==> config.mk <==
export PLATFORM = sky130hd
export DESIGN_NAME = irrigation_ctrl
export DESIGN_NICKNAME = d
export VERILOG_FILES = /design/src/rtl/irrigation_ctrl.sv
export SDC_FILE = /design/constraint.sdc
export NUM_CORES = 1
export LEC_CHECK = 0
export ABC_AREA = 1
export ABC_CLOCK_PERIOD_IN_PS = 4400
export CORE_ASPECT_RATIO = 0.5
export CORE_MARGIN = 4
export CORE_UTILIZATION = 30
export CTS_CLUSTER_DIAMETER = 120
export DETAILED_ROUTE_END_ITERATION = 16
export DONT_BUFFER_PORTS = 1
export MAX_ROUTING_LAYER = met4
export SYNTH_ARGS = -nofsm -noshare
export SYNTH_HDL_FRONTEND = slang
export SYNTH_SLANG_ARGS = --single-unit
==> constraint.sdc <==
create_clock -name clk -period 4.4 [get_ports clk]
set_input_delay 0.88 -clock clk [delete_from_list [all_inputs] [get_ports clk]]
set_output_delay 0.88 -clock clk [all_outputs]
set_load 0.03 [all_outputs]
==> src/rtl/irrigation_ctrl.sv <==
// Tank/soil irrigation controller: level-classifying Moore FSM, run-length timer, display phase divider.
// Optional input debounce filter enabled by defining SENSOR_DEBOUNCE_EN.
module irrigation_ctrl #(
    parameter int MIN_RUN  = 16,
    parameter int DISP_DIV = 50000
) (
    input  logic       clk,
    input  logic       rst_n,
    input  logic       l,
    input  logic       m,
    input  logic       h,
    input  logic       soil_dry,
    input  logic       err_clr,
    output logic       vs,
    output logic       bs,
    output logic       ve,
    output logic       alarm,
    output logic       m7,
    output logic [2:0] state
);

    typedef enum logic [2:0] {
        IDLE     = 3'd0,
        FILL     = 3'd1,
        SPRINKLE = 3'd2,
        DRIP     = 3'd3,
        ERROR    = 3'd4
    } state_t;

    localparam int DW = $clog2(DISP_DIV);

    state_t       cur_st, nxt_st;
    logic [3:0]   raw;
    logic [3:0]   smp;
    logic         err_q;
    logic [7:0]   run_cnt;
    logic [DW-1:0] div_cnt;

    assign raw = {soil_dry, h, m, l};

`ifdef SENSOR_DEBOUNCE_EN
    logic [3:0]      sync1, sync2;
    logic [3:0][2:0] hist;

    // A filtered bit follows the synchronized input once it and the three prior samples agree.
    always_ff @(posedge clk or negedge rst_n) begin
        if (!rst_n) begin
            sync1 <= '0;
            sync2 <= '0;
            hist  <= '0;
            smp   <= '0;
        end else begin
            sync1 <= raw;
            sync2 <= sync1;
            for (int unsigned i = 0; i < 4; i++) begin
                hist[i] <= {hist[i][1:0], sync2[i]};
                if (hist[i] == {3{sync2[i]}})
                    smp[i] <= sync2[i];
            end
        end
    end
`else
    always_ff @(posedge clk or negedge rst_n) begin
        if (!rst_n) smp <= '0;
        else        smp <= raw;
    end
`endif

    always_ff @(posedge clk or negedge rst_n) begin
        if (!rst_n) err_q <= 1'b0;
        else        err_q <= err_clr;
    end

    logic soil_q, lv_empty, lv_low, lv_mid, lv_full, lv_valid, run_done;

    assign soil_q   = smp[3];
    assign lv_empty = (smp[2:0] == 3'b000);
    assign lv_low   = (smp[2:0] == 3'b001);
    assign lv_mid   = (smp[2:0] == 3'b011);
    assign lv_full  = (smp[2:0] == 3'b111);
    assign lv_valid = lv_empty | lv_low | lv_mid | lv_full;
    assign run_done = (run_cnt >= 8'(MIN_RUN - 1));

    always_comb begin
        nxt_st = cur_st;
        if (cur_st != ERROR && !lv_valid) begin
            nxt_st = ERROR;
        end else begin
            case (cur_st)
                IDLE: begin
                    if (lv_empty)                      nxt_st = FILL;
                    else if (soil_q && lv_low)         nxt_st = DRIP;
                    else if (soil_q)                   nxt_st = SPRINKLE;
                end
                FILL: begin
                    if (lv_full)                       nxt_st = IDLE;
                end
                SPRINKLE: begin
                    if (lv_empty)                      nxt_st = FILL;
                    else if (lv_low)                   nxt_st = DRIP;
                    else if (!soil_q && run_done)      nxt_st = IDLE;
                end
                DRIP: begin
                    if (lv_empty)                      nxt_st = FILL;
                    else if (soil_q && !lv_low)        nxt_st = SPRINKLE;
                    else if (!soil_q && run_done)      nxt_st = IDLE;
                end
                ERROR: begin
                    if (err_q && lv_valid)             nxt_st = IDLE;
                end
                default:                               nxt_st = IDLE;
            endcase
        end
    end

    // Valve/alarm flops load from the next state so they always match the state register.
    always_ff @(posedge clk or negedge rst_n) begin
        if (!rst_n) begin
            cur_st  <= IDLE;
            run_cnt <= '0;
            ve      <= 1'b0;
            vs      <= 1'b0;
            bs      <= 1'b0;
            alarm   <= 1'b0;
        end else begin
            cur_st <= nxt_st;
            if (nxt_st != cur_st)
                run_cnt <= '0;
            else if (run_cnt != 8'hFF)
                run_cnt <= run_cnt + 8'd1;
            ve    <= (nxt_st == FILL);
            vs    <= (nxt_st == SPRINKLE);
            bs    <= (nxt_st == DRIP);
            alarm <= (nxt_st == ERROR);
        end
    end

    always_ff @(posedge clk or negedge rst_n) begin
        if (!rst_n) begin
            div_cnt <= '0;
            m7      <= 1'b0;
        end else if (div_cnt == DW'(DISP_DIV - 1)) begin
            div_cnt <= '0;
            m7      <= ~m7;
        end else begin
            div_cnt <= div_cnt + 1'b1;
        end
    end

    assign state = cur_st;

endmodule

Word level (Yosys, flattened, before mapping)
Cells that the tools add are included.

Add/sub/neg operators: 2. Magnitude comparators: 1. Eq/ne operators: 15. Mux-type cells: 15. Bitwise operators: 4. Reductions and logical operators: 11.

Operators by type and width (count): 3-bit two-way mux (11); 16-bit by 1-bit adder with 16-bit output (second input constant) (1); 16-bit == test (second input constant) (1); 16-bit two-way mux (1); 8-bit two-way mux (2); 3-bit by 2-bit == test with 1-bit output (second input constant) (5); 3-bit case mux with 5 select lines (1); 3-bit by 1-bit == test with 1-bit output (second input constant) (3); 3-bit == test (second input constant) (3); 8-bit by 1-bit adder with 8-bit output (second input constant) (1); 8-bit by 4-bit >= comparator with 1-bit output (second input constant) (1); 8-bit inequality test (second input constant) (1); 3-bit zero test (2); 1-bit logical AND (5); 1-bit zero test (3); 3-bit inequality test (1); 3-bit inequality test (second input constant) (1); 1-bit bitwise OR (3); 2-bit nonzero test (1); 1-bit NOT (1).

Register bits after elaboration: 37. Output and inout port bits: 8.

Logic depth before layout (Yosys ltp)
Gate-level depths: netlist of the first run.

Word-level depth: 10. Mapped depth: 13.

Least setup slack after synthesis of the first run
No wires, ideal clock.

Kind: register -> register. From: register cur_st[1], in the netlist state[1]. To: register run_cnt[3]. Arrival time: 1479 ps. Path slack: 2799 ps. Cell stages (with the launch flop): 10. Buffers on the path: 0. Period minus slack after synthesis: 1601 ps. Path through: dfrtp_1 -> nor2_2 -> nand2_2 -> nand3_2 -> o221a_2 -> nand2_2 -> nand2_1 -> nand2_1 -> nand2_4 -> nor2_2.

Cells in the longest elaborated chain, start to end: 7.

RTL lines: start, declared (RTL line 32) `state_t cur_st, nxt_st;`; start signal, assigned (RTL line 126) `cur_st <= nxt_st;`; 3-bit two-way mux, on equally long branches (RTL line 101, 106, 93); 3-bit two-way mux, on equally long branches (RTL line 105, 100, 92); 3-bit two-way mux, on equally long branches (RTL line 104, 91, 99); 3-bit case mux with 5 select lines (RTL line 89) `case (cur_st)`; 3-bit two-way mux (RTL line 86) `if (cur_st != ERROR && !lv_valid) begin`; 3-bit inequality test (*) (RTL line 127) `if (nxt_st != cur_st)`; 8-bit two-way mux / 2-bit nonzero test (equally long branches); end signal, assigned (RTL line 130) `run_cnt <= run_cnt + 8'd1;`; end, declared (RTL line 36) `logic [7:0] run_cnt;`.

Every way passes the cells marked *; elsewhere a longest branch is shown, timed or not. A chain may end at the register's enable or synchronous reset.

Worst setup path in the final report of the first run
From: register cur_st[1], in the netlist state[1]. To: register run_cnt[5].

The elaborated chain is that of the path after synthesis.

==> results of run 1 <==
==> per-stage QoR <==
step | worst slack [ps] | hold slack (ps) | util | cells
6_report | 2560 | 294 | 0.357 | 317
5_1_grt | 2380 | 280 | 0.357 | 317
4_1_cts | 2560 | 284 | 0.357 | 317
3_5_place_dp | 2590 | 486 | 0.328 | 309
3_3_place_gp | 2610 | 475 | 0.328 | 309
2_1_floorplan | 2800 | 455 | - | 221
==> final cells by class <==
type | count | area (um2)
Clock buffer | 6 | 139
Multi-Input combinational cell | 151 | 835
Sequential cell | 37 | 926
Inverter | 33 | 124
Fill cell | 603 | 3910
Clock inverter | 2 | 37.5
Tap cell | 88 | 110
==> routing by layer <==
layer,up-vias,part of all wire,track usage
li1,719,-,-
met1,650,0.46,0.115
met2,7,0.51,0.172
met3,4,0.013,0.0212
met4,0,0.015,0.0385
met5,-,0,-
==> registers in the layout, summed over array words and instances (netlist names) <==
name	count
state	3
smp	4
m7	1
err_q	1
run_cnt	8
ve	1
vs	1
alarm	1
bs	1
div_cnt	16
==> cells by family after synthesis <==
family | count (synthesis) | synth area share
simple gates | 122 | 0.327
xor+xnor | 8 | 0.0372
buf+inv | 33 | 0.0657
flops | 37 | 0.491
fa+ha+maj | 2 | 0.0133
compound gates | 19 | 0.0651
==> worst paths after layout <==
check	startpoint	end	slack, ps
min	rst_n	state[2]	290
min reg2reg	div_cnt[0]	div_cnt[0]	490
min in group clk	div_cnt[0]	div_cnt[0]	490
max in group asynchronous	rst_n	div_cnt[6]	4030
max reg2reg	state[1]	run_cnt[5]	2560
max	state[1]	run_cnt[5]	2560
==> where the power goes <==
part | switching [W] | total [W] | leakage (nW) | internal, W
registers | 0.0000228 | 0.000379 | 0.481 | 0.000356
clock network | 0.000133 | 0.000415 | 0.0831 | 0.000282
logic | 0.0000567 | 0.0000857 | 0.498 | 0.0000290
total | 0.000212 | 0.000880 | 1.06 | 0.000668
==> cell usage in the layout (no fill, tap or decap), drive strengths merged, types with 2 or more instances in the layout <==
| cell | synthesis | routed |
|---|---|---|
| nand3 | 20 | 20 |
| xnor2 | 2 | 2 |
| a21oi | 4 | 4 |
| nand4 | 6 | 6 |
| nor2 | 39 | 39 |
| o21ai | 9 | 9 |
| a31oi | 2 | 2 |
| nand2 | 49 | 49 |
| xor2 | 6 | 6 |
| clkbuf | 0 | 6 |
| nor4 | 2 | 2 |
| ha | 2 | 2 |
| o21a | 2 | 2 |
| dfrtp | 37 | 37 |
| nor3 | 5 | 5 |
| inv | 32 | 32 |
==> results.sh, run 1 <==
export IMPL_outcome="finished clean"
export IMPL_postCtsSetupBuffers=0
export IMPL_synth_fp_nets=230
export IMPL_worst_pin_slew_ps=631
export IMPL_reg2regPathDepth=9
export IMPL_power_leakage_nw=1.06
export IMPL_max_freq_mhz=544
export IMPL_antenna_left=0
export IMPL_finClkSkew_ps=4.76
export IMPL_critical_path_top_delay_family="simple AND/OR/NAND/NOR gates"
export IMPL_insertion_delay_ps=280
export IMPL_h_tree_depth=2
export IMPL_fin_nets=237
export IMPL_arrival_ps=1990
export IMPL_grt_max_degree=38
export IMPL_max_clock_path_buffers=2
export IMPL_dieArea_um2=7690
export IMPL_synth_top_area_frac=0.491
export IMPL_die_x_um=120
export IMPL_yosys_cell_count_top_type="nand2_1"
export IMPL_drc_errors=0
export IMPL_synth_area_um2=1880
export IMPL_setup_viol=0
export IMPL_worstPathRequired_ps=4550
export IMPL_cts_resized=0
export IMPL_timing_final_crit_period_ps=1840
export IMPL_ys_async_sr_fraction=1.00
export IMPL_clock_sinks=37
export IMPL_antenna_found_initial=0
export IMPL_syn_mean_instance_area_um2=8.53
export IMPL_synthTopCellsByCount="nand2_1 (40), dfrtp_1 (37), inv_1 (30)"
export IMPL_cp_max_fo=8
export IMPL_drt_pass1_iterations=4
export IMPL_ioPinCount=15
export IMPL_drt_vias_per_instance=4.35
export IMPL_yosys_area_top_type="dfrtp_1"
export IMPL_critPathCaptureType="flop"
export IMPL_antenna_cells=0
export IMPL_yosysUniqueCellTypes=30
export IMPL_startpoint_type="flop"
export IMPL_finalInstanceArea_um2=2170
export IMPL_drv_slew=0
export IMPL_rows=20
export IMPL_placed_cell_area_um2=1990
export IMPL_post_drt_wl_per_cell_um=10.6
export IMPL_initial_core_util=0.310
export IMPL_critPathBufInv=0
export IMPL_worstSetupPathType="flop to flop"
export IMPL_rsz0062_at_grt="false"
export IMPL_relSlewSlack=0.576
export IMPL_grt_first_pass_wirelength_mm=6.09
export IMPL_drive_above_1_share=0.175
export IMPL_cts_buffers=5
export IMPL_synth_edf_count=0
export IMPL_ys_warn_count=0
export IMPL_clk_pin_slew_worst_paths_ps=60
export IMPL_synthToLayoutAreaGrowth_pct=15.2
export IMPL_cp_slowest_cell="dfrtp_1"
export IMPL_drt_total_wl_mm=3.35
export IMPL_synthTopCellsByArea="dfrtp_1 (49%), nand2_1 (8.0%), inv_1 (6.0%)"
export IMPL_maxCapViolations=0
export IMPL_crit_chain="nor2_2 > nand2_2 > nand3_2 > o221a_2 > nand2_2 > nand2_1 > nand2_1 > nand2_4 > nor2_2"
export IMPL_hold_path_class="primary input to asynchronous set/reset pin"
export IMPL_synth_seq_cells=37
export IMPL_core_um2=6080
export IMPL_cts_root_buf="clkbuf_16"
export IMPL_drt_iter0_markers=59
export IMPL_synth_yosys_seq_area_share=0.491
export IMPL_grt_pass1_vias=1389
export IMPL_hpwlAfterDp_mm=2.52
export IMPL_irDropWorstVdd_v=0.000176
export IMPL_io_buffers=0
export IMPL_grt_ovfl_total=0
export IMPL_slowest_delay_ps=560
export IMPL_power_per_cell_area_nw_per_um2=405
export IMPL_place_congestion=0.832
export IMPL_fin_setup_tns_ps=0
export IMPL_synthFlopType="dfrtp_1"
export IMPL_cts_tree="done"
export IMPL_cts_hold_buf=0
export IMPL_crit_cells=9
export IMPL_hold_viol_final=0
export IMPL_grt_usage=0.0996
export IMPL_period_share=0.418
export IMPL_power_total_w=0.000880
export IMPL_detailroute_via_count=1380
export IMPL_synthCells=221
export IMPL_fp_dieH_um=64.0
Power figures use the tool's default switching activity.
==> run 2: changes to the inputs <==
Settings changed: ABC_AREA 1 to 0, ABC_CLOCK_PERIOD_IN_PS 4400 to 1450.
Clock period 4.4 ns to 1.45 ns, I/O delays scaled along.
==> run 2 against run 1 <==
  * The run now ends with negative setup slack left
  * Largest power group is now sequential cells
  * Die area down 5.7%
  * Sequential cell count is the same
  * Global-route usage rose by 2.3 points
  * Core utilization is 11 points higher
  * Highest routed layer unchanged
  * Sequential share of layout area fell by 6.9 points
  * Design area grew 20%
==> results.sh, run 2 <==
export IMPL_outcome="finished with violations"
export IMPL_violations="negative setup slack"
export IMPL_grt_pass1_vias=1501
export IMPL_top_register="div_cnt"
export IMPL_yosys_cell_count_top_type="dfrtp_1"
export IMPL_finalInstanceArea_um2=2600
export IMPL_synth_area_um2=1770
export IMPL_rrSetupSlack_ps=-80
export IMPL_fp_dieH_um=62.2
export IMPL_grt_first_pass_wirelength_mm=6.87
export IMPL_detailroute_via_count=1473
export IMPL_cp_slowest_cell="dfrtp_1"
export IMPL_synth_seq_cells=37
export IMPL_worstPathRequired_ps=1640
export IMPL_synth_yosys_seq_area_share=0.524
export IMPL_drive_above_1_share=0.443
export IMPL_largest_reg_flops=16
export IMPL_antenna_cells=0
export IMPL_min_to="smp[3]"
export IMPL_place_congestion=0.864
export IMPL_clock_sinks=37
export IMPL_hold_viol_final=0
export IMPL_finClkSkew_ps=5.40
export IMPL_fin_nets=227
export IMPL_antenna_found_initial=0
export IMPL_drv_slew=0
export IMPL_critPathBufInv=0
export IMPL_grt_max_degree=38
export IMPL_irDropWorstVdd_v=0.000453
export IMPL_initial_core_util=0.316
export IMPL_hold_path_class="primary input to flop"
export IMPL_worst_pin_slew_ps=365
export IMPL_antenna_left=0
export IMPL_power_leakage_nw=1.12
export IMPL_grt_usage=0.122
export IMPL_setup_ws_ps=-82.3
export IMPL_drt_total_wl_mm=4.23
export IMPL_regToRegStartpoint="run_cnt[6]"
export IMPL_layout_commonest_cell="buf_4"
export IMPL_synthCells=170
export IMPL_worstSetupPathType="flop to flop"
export IMPL_reg2regPathDepth=5
export IMPL_timing_final_crit_period_ps=1530
export IMPL_post_drt_wl_per_cell_um=14.5
export IMPL_worstHoldStart="soil_dry"
export IMPL_slowest_delay_ps=400
export IMPL_synthTopCellsByArea="dfrtp_1 (52%), xnor2_1 (5.0%), xor2_1 (3.5%)"
export IMPL_crit_cells=5
export IMPL_max_clock_path_buffers=2
export IMPL_holdPathStages=0
export IMPL_dp_slack_ps=-161
export IMPL_placed_cell_area_um2=2180
export IMPL_core_um2=5590
export IMPL_top_regs="div_cnt: 16 flops, run_cnt: 8 flops, smp: 4 flops"
export IMPL_crit_chain="nor4_4 > nand3_4 > o221ai_4 > o211ai_4 > nor3_2"
export IMPL_power_per_cell_area_nw_per_um2=1010
export IMPL_cts_buffers=5
export IMPL_final_cell_mix="buf_4 (40), dfrtp_1 (34), xnor2_1 (10)"
export IMPL_rows=19
export IMPL_insertion_delay_ps=270
export IMPL_h_tree_depth=2
export IMPL_cts_root_buf="clkbuf_16"
export IMPL_maxCapViolations=0
export IMPL_drt_pass1_iterations=4
export IMPL_ioPinCount=15
export IMPL_cts_tree="done"
export IMPL_drc_errors=0
export IMPL_drt_vias_per_instance=5.04
export IMPL_critPathCaptureType="flop"
export IMPL_dieArea_um2=7250
export IMPL_relSlewSlack=0.757
export IMPL_synth_top_area_frac=0.524
export IMPL_syn_mean_instance_area_um2=10.4
export IMPL_io_buffers=0
export IMPL_grt_ovfl_total=0
export IMPL_yosys_area_top_type="dfrtp_1"
export IMPL_critical_path_top_delay_family="simple AND/OR/NAND/NOR gates"
export IMPL_ys_async_sr_fraction=1.00
export IMPL_hpwlAfterDp_mm=2.72
export IMPL_r2r_end="run_cnt[4]"
export IMPL_arrival_ps=1720
export IMPL_startpoint_type="flop"
export IMPL_max_freq_mhz=653
export IMPL_die_x_um=116
export IMPL_period_share=1.06
export IMPL_synthFlopType="dfrtp_1"
export IMPL_clk_pin_slew_worst_paths_ps=60
export IMPL_yosysUniqueCellTypes=40
export IMPL_synth_edf_count=0
export IMPL_drt_iter0_markers=55
export IMPL_setup_viol=15
export IMPL_ys_warn_count=0
export IMPL_synthToLayoutAreaGrowth_pct=47.1
export IMPL_rsz0062_at_grt="true"
export IMPL_cp_max_fo=8
export IMPL_synth_fp_nets=179
export IMPL_synthTopCellsByCount="dfrtp_1 (37), nor2_1 (15), nand3_1 (10), nor3_1 (10), xnor2_1 (10)"
[run 2: worst reg2reg max path: stages (launching register included)]
cell and delay (ps):
dfrtp_1 400, nor4_4 320, nand3_4 150, o221ai_4 220, o211ai_4 170, nor3_2 190
[run 2: layout make-up]
cell class              instances  area [um2]
flip-flops and latches         37         930
multi-input cells             125        1050
fillers                       490        2990
inverters                       5        18.8
well taps                      73        91.3
repair buffers                 44         362
clock buffers                   5         125
clock inverters                 3        17.5
[run 2: metal layers]
layer	global-route usage	up-vias	routed length, um
li1	-	709	-
met1	0.149	738	1840
met2	0.197	20	2220
met3	0.0291	6	99
met4	0.0449	0	66
met5	-	-	0
[run 2: power breakdown]
part | internal [W] | switching [W] | leakage [nW]
Combinational | 0.000199 | 0.000241 | 0.574
Sequential | 0.00108 | 0.0000763 | 0.479
Clock | 0.000629 | 0.000394 | 0.0696
[run 2: timing repair]
action,CTS,global route
resized for setup,18,21
buffers inserted,3,7
endpoints found under the hold margin,37,0
pin swaps,8,10
hold buffers,2,0
endpoints found under the setup margin,17,22
[run 2: cell families (layout without fill, tap and decap cells)]
family                     Yosys count  after routing  synth area share
AOI/OAI and AO/OA                   29             29             0.109
buffers and inverters                8             57            0.0198
xor gates and xnor gates            17             17            0.0843
and+or+nand+nor                     74             74             0.230
muxes                                3              3            0.0177
adders and majority gates            2              2            0.0142
DFF                                 37             37             0.524
[run 2: how the worst max path moves through the flow]
stage                 endpoint  slack (ps)  startpoint
floorplan           run_cnt[0]         -40    state[1]
global placement    run_cnt[4]        -100  run_cnt[6]
detailed placement  run_cnt[4]        -160  run_cnt[6]
CTS                 run_cnt[7]         -80  run_cnt[6]
global route        run_cnt[4]        -200  run_cnt[6]
finish              run_cnt[4]         -80  run_cnt[6]
[run 2: per-stage QoR]
stage                     std cells  utilization  TNS, ps  hold WS (ps)  total power [W]
after CTS                       285        0.442     -693          35.0          0.00264
after global placement          272        0.391     -605         -4.79          0.00151
final                           292        0.465     -761          39.6          0.00262
after global routing            292        0.465    -2460          29.8          0.00274
after detailed placement        272        0.391     -960         -4.94          0.00152
after floorplan                 170            -     -277         -5.59          0.00140
==> run 3: changes to the inputs <==
Settings changed: REMOVE_ABC_BUFFERS set to 1.
==> run 3 against run 2 <==
  * The flow still finishes with violations (negative setup slack)
  * Sequential share of layout area decreased by 1.2 points
  * Cell count is 2.7% higher
  * Register-to-register slack worse by 140 ps
  * Count of clock-buffer cells in the layout grew 1
  * Maximum frequency decreased by 8.1%
  * Non-clock buffer count up 8
  * Combinational power grew 28%
  * Critical path depth rose by 2
  * Sequential power about the same
  * Die area did not move
  * Via count increased by 2.9%
  * Global-route usage increased by 0.16 points
==> results.sh, run 3 (synthesis gave the netlist of run 2 again) <==
export IMPL_finalInstanceArea_um2=2690
export IMPL_antenna_found_initial=0
export IMPL_final_util=0.481
export IMPL_relSlewSlack=0.742
export IMPL_core_um2=5590
export IMPL_drv_slew=0
export IMPL_violations="negative setup slack"
export IMPL_regToRegStartpoint="run_cnt[5]"
export IMPL_outcome="finished with violations"
export IMPL_insertion_delay_ps=280
export IMPL_use_met1=0.144
export IMPL_use_met2=0.198
export IMPL_crit_chain="nor4_4 > nand3_4 > buf_4 > nand4_1 > buf_4 > o211ai_1 > nor3_2"
export IMPL_grt_ovfl_total=0
export IMPL_top_usage_layer="met2"
export IMPL_placed_cell_area_um2=2180
export IMPL_final_cell_mix="buf_4 (46), dfrtp_1 (35), xnor2_1 (10)"
export IMPL_crit_path_end="run_cnt[6]"
export IMPL_grt_first_pass_wirelength_mm=6.85
export IMPL_fillerInstances=471
export IMPL_critical_path_top_delay_family="simple AND/OR/NAND/NOR gates"
export IMPL_clock_sinks=37
export IMPL_grt_usage=0.124
export IMPL_crit_cells=7
export IMPL_power_per_cell_area_nw_per_um2=1090
export IMPL_post_drt_wl_per_cell_um=14.7
export IMPL_fin_hold_ws_ps=37.3
export IMPL_worstPathRequired_ps=1650
export IMPL_grt_met3_usage=0.0407
export IMPL_hold_viol_final=0
export IMPL_irDropWorstVdd_v=0.000491
export IMPL_grt_pass1_vias=1510
export IMPL_max_freq_mhz=600
export IMPL_worst_pin_slew_ps=387
export IMPL_cts_tree="done"
export IMPL_timing_final_crit_period_ps=1670
export IMPL_cts_root_buf="clkbuf_16"
export IMPL_top_regs="div_cnt: 16 flops, run_cnt: 8 flops, smp: 4 flops"
export IMPL_die_x_um=116
export IMPL_maxCapViolations=0
export IMPL_dieArea_um2=7250
export IMPL_layout_commonest_cell="buf_4"
export IMPL_cp_slowest_cell="dfrtp_1"
export IMPL_power_leakage_nw=1.18
export IMPL_timing_critical_path_from="run_cnt[5]"
export IMPL_setup_viol=23
export IMPL_largest_reg_flops=16
export IMPL_ioPinCount=15
export IMPL_rows=19
export IMPL_worstSetupPathType="flop to flop"
export IMPL_io_buffers=0
export IMPL_r2r_end="run_cnt[6]"
export IMPL_place_congestion=0.776
export IMPL_rrSetupSlack_ps=-220
export IMPL_crit_path_frequent_cell="buf_4"
export IMPL_initial_core_util=0.316
export IMPL_drt_iter0_markers=51
export IMPL_dp_slack_ps=-290
export IMPL_drt_vias_per_instance=5.05
export IMPL_synthToLayoutAreaGrowth_pct=52.2
export IMPL_clk_pin_slew_worst_paths_ps=60
export IMPL_max_clock_path_buffers=2
export IMPL_arrival_ps=1860
export IMPL_reg2regPathDepth=7
export IMPL_drt_pass1_iterations=4
export IMPL_critPathCaptureType="flop"
export IMPL_antenna_cells=0
export IMPL_cts_buffers=5
export IMPL_critPathBufInv=2
export IMPL_h_tree_depth=2
export IMPL_drt_total_wl_mm=4.42
export IMPL_period_share=1.15
export IMPL_hold_path_class="primary input to flop"
export IMPL_cp_max_fo=4
export IMPL_power_total_w=0.00294
export IMPL_finClkSkew_ps=2.86
export IMPL_drc_errors=0
export IMPL_antenna_left=0
export IMPL_drive_above_1_share=0.458
export IMPL_startpoint_type="flop"
export IMPL_fp_dieH_um=62.2
export IMPL_grt_max_degree=38
export IMPL_top_register="div_cnt"
export IMPL_detailroute_via_count=1515
export IMPL_setup_ws_ps=-218
export IMPL_rsz0062_at_grt="true"
export IMPL_hpwlAfterDp_mm=2.81
export IMPL_slowest_delay_ps=420
export IMPL_fin_nets=235
-- run 3: what timing repair did --
item,in CTS,in global routing
setup endpoints to repair,22,24
endpoints found under the hold margin,37,0
buffers inserted,1,5
pin swaps,9,16
gates resized for setup,18,40
gates cloned,0,0
hold buffers,2,0
-- run 3: worst min path at each step --
stage / from / end / cells after the start
2_1_floorplan: rst_n / alarm / 0
5_1_grt: h / smp[2] / 0
6_report: l / smp[0] / 0
4_1_cts: l / smp[0] / 0
3_5_place_dp: rst_n / div_cnt[0] / 0
3_3_place_gp: rst_n / div_cnt[0] / 0
-- run 3: cell type report --
| type | count | area (um2) | share of cell area |
|---|---|---|---|
| Inverter | 5 | 18.8 | 0.00698 |
| Timing Repair Buffer | 52 | 429 | 0.160 |
| Clock buffer | 6 | 129 | 0.0480 |
| Clock inverter | 2 | 38.8 | 0.0144 |
| Sequential cell | 37 | 928 | 0.345 |
| Tap cell | 73 | 91.3 | 0.0340 |
| Multi-Input combinational cell | 125 | 1050 | 0.392 |
-- run 3: where the power goes --
part	leakage, nW	total, W	internal [W]	switching (W)
clock network	0.0810	0.00123	0.000814	0.000419
logic	0.623	0.000563	0.000270	0.000293
registers	0.480	0.00114	0.00108	0.0000662
-- run 3: through the flow --
step                std cells  TNS [ps]
floorplan                 167     -2520
global placement          285     -1430
detailed placement        285     -2490
CTS                       296     -2110
global route              300     -3820
finish                    300     -2280
-- run 3: worst register-to-register path, delay by kind of cell (launching register included) --
kind                   cells  cell delay, ps
buffers and inverters      2             320
AO/OA/AOI/OAI              1              80
flip-flops                 1             420
AND/OR/NAND/NOR            4             760
-- run 3: metal layers --
layer  part of all wire  wire, um
met3              0.023       100
met5                  0         0
met2               0.54      2390
met4              0.016        69
met1               0.42      1860
